[config.mk]
export PLATFORM = sky130hd
export DESIGN_NAME = secuenciador_de_programa
export DESIGN_NICKNAME = d
export VERILOG_FILES = /design/src/rtl/secuenciador_pkg.sv /design/src/rtl/secuenciador_de_programa_pila.sv /design/src/rtl/secuenciador_de_programa.sv
export SDC_FILE = /design/constraint.sdc
export NUM_CORES = 1
export LEC_CHECK = 0
export ABC_AREA = 1
export ABC_CLOCK_PERIOD_IN_PS = 3400
export BUFFER_PORTS_ARGS = -buffer_cell sky130_fd_sc_hd__buf_2
export CORE_ASPECT_RATIO = 2
export CORE_UTILIZATION = 60
export DETAILED_ROUTE_END_ITERATION = 12
export PLACE_DENSITY = 0.89
export SLEW_MARGIN = 20
export SYNTH_ARGS = -nofsm -noshare
export SYNTH_HDL_FRONTEND = slang
export SYNTH_HIERARCHICAL = 1
export SYNTH_SLANG_ARGS = --single-unit
[constraint.sdc]
create_clock -name Clk -period 3.4 [get_ports Clk]
set_input_delay 0.34 -clock Clk [delete_from_list [all_inputs] [get_ports Clk]]
set_output_delay 0.34 -clock Clk [all_outputs]
set_load 0.02 [all_outputs]
[src/rtl/secuenciador_pkg.sv]
// Shared definitions for the Micro UAZ program sequencer: opcodes, jump
// conditions, FSM states and the jump-condition evaluator.
package secuenciador_pkg;

    localparam logic [3:0] OP_NOP     = 4'h0;
    localparam logic [3:0] OP_ALU_MIN = 4'h1;
    localparam logic [3:0] OP_ALU_MAX = 4'h7;
    localparam logic [3:0] OP_JMP     = 4'h8;
    localparam logic [3:0] OP_CALL    = 4'h9;
    localparam logic [3:0] OP_RET     = 4'hA;
    localparam logic [3:0] OP_HALT    = 4'hF;

    localparam logic [2:0] COND_SIEMPRE   = 3'b000;
    localparam logic [2:0] COND_SIEMPRE_B = 3'b001;
    localparam logic [2:0] COND_Z         = 3'b010;
    localparam logic [2:0] COND_NZ        = 3'b011;
    localparam logic [2:0] COND_C         = 3'b100;
    localparam logic [2:0] COND_NC        = 3'b101;
    localparam logic [2:0] COND_N         = 3'b110;
    localparam logic [2:0] COND_NN        = 3'b111;

    localparam int BAND_Z = 0;
    localparam int BAND_C = 1;
    localparam int BAND_N = 2;

    typedef enum logic [1:0] {
        ST_FETCH,
        ST_DECODE,
        ST_EXECUTE,
        ST_HALT
    } estado_t;

    function automatic logic es_op_alu(input logic [3:0] op);
        return (op >= OP_ALU_MIN) && (op <= OP_ALU_MAX);
    endfunction

    function automatic logic condicion_cumplida(input logic [2:0] cond,
                                                input logic [2:0] banderas);
        logic r;
        case (cond)
            COND_Z:  r = banderas[BAND_Z];
            COND_NZ: r = ~banderas[BAND_Z];
            COND_C:  r = banderas[BAND_C];
            COND_NC: r = ~banderas[BAND_C];
            COND_N:  r = banderas[BAND_N];
            COND_NN: r = ~banderas[BAND_N];
            default: r = 1'b1;
        endcase
        return r;
    endfunction

endpackage

[src/rtl/secuenciador_de_programa_pila.sv]
// Return-address LIFO for CALL/RET. The top entry is readable combinationally
// so RET can load the PC on the same edge that pops it.
module pila_de_retorno #(
    parameter int PROFUNDIDAD_PILA = 4
) (
    input  logic       Clk,
    input  logic       Rst,
    input  logic       push,
    input  logic       pop,
    input  logic [7:0] dato_in,
    output logic [7:0] dato_out,
    output logic       llena,
    output logic       vacia
);
    localparam int AW = $clog2(PROFUNDIDAD_PILA);
    localparam logic [AW:0]   PTR_UNO   = 1;
    localparam logic [AW-1:0] IDX_UNO   = 1;
    localparam logic [AW:0]   PTR_LLENO = (AW+1)'(PROFUNDIDAD_PILA);

    logic [7:0]    r_mem [PROFUNDIDAD_PILA];
    logic [AW:0]   r_ptr;
    logic [AW-1:0] w_idx_tope;

    assign llena      = (r_ptr == PTR_LLENO);
    assign vacia      = (r_ptr == '0);
    assign w_idx_tope = r_ptr[AW-1:0] - IDX_UNO;
    assign dato_out   = r_mem[w_idx_tope];

    always_ff @(posedge Clk) begin
        if (Rst) begin
            r_ptr <= '0;
        end else if (push && !llena) begin
            r_ptr <= r_ptr + PTR_UNO;
        end else if (pop && !vacia) begin
            r_ptr <= r_ptr - PTR_UNO;
        end
    end

    genvar gi;
    generate
        for (gi = 0; gi < PROFUNDIDAD_PILA; gi++) begin : g_entrada
            always_ff @(posedge Clk) begin
                if (push && !llena && (r_ptr[AW-1:0] == AW'(gi))) begin
                    r_mem[gi] <= dato_in;
                end
            end
        end
    endgenerate

endmodule

[src/rtl/secuenciador_de_programa.sv]
// Micro UAZ program sequencer: fetch/decode/execute FSM, PC, IR, conditional
// jumps on ALU flags, CALL/RET through the return stack and ALU execute strobe.
module secuenciador_de_programa
    import secuenciador_pkg::*;
#(
    parameter int PROFUNDIDAD_PILA = 4
) (
    input  logic        Clk,
    input  logic        Rst,
    input  logic [15:0] i_Instruccion,
    input  logic        i_Instruccion_Valida,
    input  logic [2:0]  Banderas,
    output logic [7:0]  o_Bus_Direcciones_Instrucciones,
    output logic        o_Leer_Instruccion,
    output logic        o_Ejecutar,
    output logic [3:0]  o_Opcode,
    output logic [7:0]  o_Operando,
    output logic        o_Detenido,
    output logic        o_Error_Pila
);
    estado_t     r_estado, w_estado_next;
    logic [7:0]  r_pc, w_pc_next;
    logic [15:0] r_ir;
    logic        r_ejecutar;
    logic [3:0]  r_opcode;
    logic [7:0]  r_operando;
    logic        r_detenido;
    logic        r_error_pila;

    logic        w_push, w_pop, w_error_pila, w_entra_execute;
    logic        w_llena, w_vacia;
    logic [7:0]  w_pila_out;
    logic [3:0]  w_op;
    logic [2:0]  w_cond;
    logic [7:0]  w_dir;
    logic        w_unused_ir;

    assign w_op   = r_ir[15:12];
    assign w_cond = r_ir[10:8];
    assign w_dir  = r_ir[7:0];
    // IR[11] is a reserved bit of the instruction format.
    assign w_unused_ir = r_ir[11];

    pila_de_retorno #(
        .PROFUNDIDAD_PILA(PROFUNDIDAD_PILA)
    ) u_pila (
        .Clk      (Clk),
        .Rst      (Rst),
        .push     (w_push),
        .pop      (w_pop),
        .dato_in  (r_pc + 8'd1),
        .dato_out (w_pila_out),
        .llena    (w_llena),
        .vacia    (w_vacia)
    );

    always_comb begin
        w_estado_next = r_estado;
        w_pc_next     = r_pc;
        w_push        = 1'b0;
        w_pop         = 1'b0;
        w_error_pila  = 1'b0;
        case (r_estado)
            ST_FETCH: begin
                if (i_Instruccion_Valida) w_estado_next = ST_DECODE;
            end
            ST_DECODE: begin
                if ((w_op == OP_CALL && w_llena) || (w_op == OP_RET && w_vacia)) begin
                    w_estado_next = ST_HALT;
                    w_error_pila  = 1'b1;
                end else begin
                    w_estado_next = ST_EXECUTE;
                end
            end
            ST_EXECUTE: begin
                w_estado_next = ST_FETCH;
                w_pc_next     = r_pc + 8'd1;
                case (w_op)
                    OP_JMP: if (condicion_cumplida(w_cond, Banderas)) w_pc_next = w_dir;
                    OP_CALL: begin
                        w_push    = 1'b1;
                        w_pc_next = w_dir;
                    end
                    OP_RET: begin
                        w_pop     = 1'b1;
                        w_pc_next = w_pila_out;
                    end
                    OP_HALT: begin
                        w_estado_next = ST_HALT;
                        w_pc_next     = r_pc;
                    end
                    default: ;
                endcase
            end
            default: ;
        endcase
    end

    assign w_entra_execute = (r_estado == ST_DECODE) && (w_estado_next == ST_EXECUTE);

    always_ff @(posedge Clk) begin
        if (Rst) begin
            r_estado     <= ST_FETCH;
            r_pc         <= 8'h00;
            r_ir         <= 16'h0000;
            r_ejecutar   <= 1'b0;
            r_opcode     <= 4'h0;
            r_operando   <= 8'h00;
            r_detenido   <= 1'b0;
            r_error_pila <= 1'b0;
        end else begin
            r_estado   <= w_estado_next;
            r_pc       <= w_pc_next;
            if (r_estado == ST_FETCH && i_Instruccion_Valida) r_ir <= i_Instruccion;
            // Opcode/operand only change when a strobe is issued, so they hold otherwise.
            r_ejecutar <= w_entra_execute && es_op_alu(w_op);
            if (w_entra_execute && es_op_alu(w_op)) begin
                r_opcode   <= w_op;
                r_operando <= w_dir;
            end
            if (w_error_pila) begin
                r_error_pila <= 1'b1;
                r_detenido   <= 1'b1;
            end
            if (r_estado == ST_EXECUTE && w_op == OP_HALT) r_detenido <= 1'b1;
        end
    end

    assign o_Bus_Direcciones_Instrucciones = r_pc;
    assign o_Leer_Instruccion              = (r_estado == ST_FETCH) && !Rst;
    assign o_Ejecutar                      = r_ejecutar;
    assign o_Opcode                        = r_opcode;
    assign o_Operando                      = r_operando;
    assign o_Detenido                      = r_detenido;
    assign o_Error_Pila                    = r_error_pila;

endmodule
==> impl_results.md <==
- Status: completed
- Hold Slack: 235 ps
- First-pass DRT Iterations: 4
- CP max FO: 22
- RSZ-0062 raised after global routing: false
- Startpoint types: flop
- Reg-to-Reg Start: u_pila/r_ptr[0]
- F_max: 446 MHz
- DR iter-0 viols: 129
- Sequential share of power: 52.8%
- Layout Nets: between 400 and 500
- Slew margin rel.: 45.8%
- Final Core Density: between 70% and 80%
- Setup ws final: 1160 ps
- Sw Pwr: 0.445 mW
- GRT Total Usage: 26.9%
- Mapped cell area: around 0.0033 mm^2
- CTS root buf: clkbuf_8
- Layout cells sized above 1: around a fifth
- Post-synth cell types: 34
- Vias in the first global route: 2582
- Combinational group share of total power: 8.2%
- Clock Tree Buf Depth: 2
- Pre-CTS WS: 1280 ps
- Reg area: 0.00182 mm^2
- Worst skew pair latency: 350 ps
- Max-cap viol count: 0
- Initial antenna violation count: 0
- Slew @ Worst Pin: 810 ps
- Lkg Pwr: 1.61 nW
- Clock power share: 39.0%
- I/O Buffers: 44
- CTS tree: built
- Seq/Total Area, Yosys: roughly 54%
- Worst-path clk slew: roughly 70 ps
- Area growth, synth to finish: 13.0%
- Flop2flop setup slack: 1160 ps
- Post-route DRC: 0
- Largest net degree at the start of global routing: 29
- Hold_buf cts: 0
- Routed Antenna Nets: 0
- Fillers: 394
- Core area: 0.00537 mm^2
- Post-Route WL: 7080 um
- Final setup violation count: 0
- Worst r2r dst: o_Bus_Direcciones_Instrucciones[1]
- Area of the multi-input gates: 0.00129 mm^2
- EDFF count, synth: 32
- Synthesized net count: 417
- # IOs: 46
- Met2 wire length: roughly 4000 um
- Syn avg cell area: 8.60 um^2
- Worst Setup EP: o_Bus_Direcciones_Instrucciones[1]
- Crit end category: flop
- Syn Inst Count: between 300 and 400
- Most common cell after layout, fill and taps aside: nand2_1
- Pint: approximately 1.4 mW
- Commonest non-fill, non-tap cells in the layout: nand2_1, nor2_1, buf_2
- Met1 WL: 2620 um
- Die width: 54.8 um
- Most frequently used flop master after synthesis: dfxtp_1
- Setup TNS: 0 ps
- Detail Placement HPWL: 5010 um
- Row cnt: 38
- Gpl congestion: 0.879
- Post-cts gate resize count: 0
- Total die area: between 0.005 and 0.006 mm^2
- Fin. max-slew vios: 0
- Placed Area: 0.00357 mm^2
- Met3 WL: 294 um
- Final Critical Period: between 2000 and 2500 ps
- Peak supply drop: 445 uV
- Uppermost layer routed: met4
- Routed WL per cell: 14.2 um
- Worst EP required: 3680 ps
- Number of failing hold endpoints at the final stage: 0
- Post-CTS Repair Setup Buffers: 0
- Die H: between 100 and 150 um
- H-Tree Level Count: 3
- Critical Path AT: 2520 ps
- Synth async-reset ratio: 0%
- Vias: 2710
- First-pass GRT wire length: 11100 um
- CTS Buf Count: 9
- Crit path kind: reg -> reg
- Via density: 5.43
- Fin crit share: between 60 and 70%
- Post-route cell area: 0.00378 mm^2
- TritonCTS Sinks: 75
- Antenna diode count: 0
- Initial Utilization: 62.3%
- Register bit total from synthesis: 75
- Setup Skew: 6.42 ps
- P per Cell Area: about 500 mW/mm^2
- Reg2Reg Depth: 12
- Synth warn: 6
- Setup crit start: u_pila/r_ptr[0]
- Switching portion of total power: 23.8%
- Hold WC Path Type: in -> reg
- Global route total overflow: 0
## area by class of cell
class | count | area share, %
multi-input cells | 264 | 34.2
flip-flops and latches | 75 | 48.1
clock inverters | 7 | 2.41
well taps | 60 | 1.98
clock buffers | 9 | 3.27
inverters | 39 | 3.94
repair buffers | 45 | 6.02
## power by group through the flow
| stage | clock, mW | sequential (mW) | combinational (mW) |
|---|---|---|---|
| final | 0.729 | 0.987 | 0.154 |
| after global routing | 0.771 | 0.990 | 0.172 |
| after CTS | 0.735 | 0.986 | 0.153 |
| after detailed placement | 0 | 1.01 | 0.152 |
| after global placement | 0 | 1.01 | 0.146 |
| after floorplan | 0 | 1.01 | 0.100 |
## per-stage QoR
step	power, mW	cells
final	1.87	499
after floorplan	1.11	389
after global routing	1.93	499
after global placement	1.15	483
after CTS	1.87	499
after detailed placement	1.16	483
## cell families after synthesis
family          after synthesis  synth area share [%]
fa+ha+maj                     6                  2.47
compound gates               82                  12.7
flops                        75                  54.4
xor+xnor                      4                  1.05
buf+inv                      50                  6.88
simple gates                172                  22.5
## synthesized netlist by cell type, types with 2 or more instances
master	instances	share of area, %
clkbuf_1	5	0.56
nand2_2	5	0.93
inv_2	10	1.1
edfxtp_1	32	29
buf_6	2	0.67
nand2_1	76	8.5
dfxtp_1	43	26
nand3_2	3	0.90
ha_1	5	1.9
o22ai_1	8	1.5
nor2_4	2	0.67
xor2_1	2	0.52
o21ai_0	39	5.8
xnor2_1	2	0.52
nand4_1	2	0.37
nand2_4	2	0.67
buf_4	2	0.45
o21ai_1	10	1.5
a21oi_1	24	3.6
inv_1	28	3.1
nor2_1	64	7.2
nand3_1	11	1.6
## state kept, by name, summed over array words and instances, names as in the netlist
register,flops
r_ir,15
o_Operando,8
o_Error_Pila,1
o_Ejecutar,1
o_Opcode,4
o_Bus_Direcciones_Instrucciones,8
u_pila/r_mem,32
u_pila/r_ptr,3
r_estado,2
o_Detenido,1
## metal layers
metal / up-vias / global-route usage (%)
met2: 82 / 47.2
li1: 1371 / -
met1: 1238 / 26.7
met5: - / 0
met3: 19 / 7.20
met4: 0 / 14.3
## critical path: stages (launching register included)
cell     delay (ps)
dfxtp_1         310
buf_4           260
inv_4           140
ha_1            440
inv_1           250
o21ai_0         120
o22ai_1         190
nand2_1          90
nand2_1          60
nor2_1           40
nand3_1          90
nand2_1          50
a21oi_1         120
## how the worst min path moves through the flow
stage,startpoint,end,slack [ps],cells after the start
2_1_floorplan,Rst,o_Bus_Direcciones_Instrucciones[1],410,1
3_3_place_gp,o_Detenido,o_Detenido,440,2
3_5_place_dp,o_Opcode[3],o_Opcode[3],440,2
4_1_cts,i_Instruccion[4],r_ir[4],230,3
5_1_grt,i_Instruccion[12],r_ir[12],250,3
6_report,i_Instruccion[4],r_ir[4],230,3
Note: power is estimated with default switching activity, not from simulation.
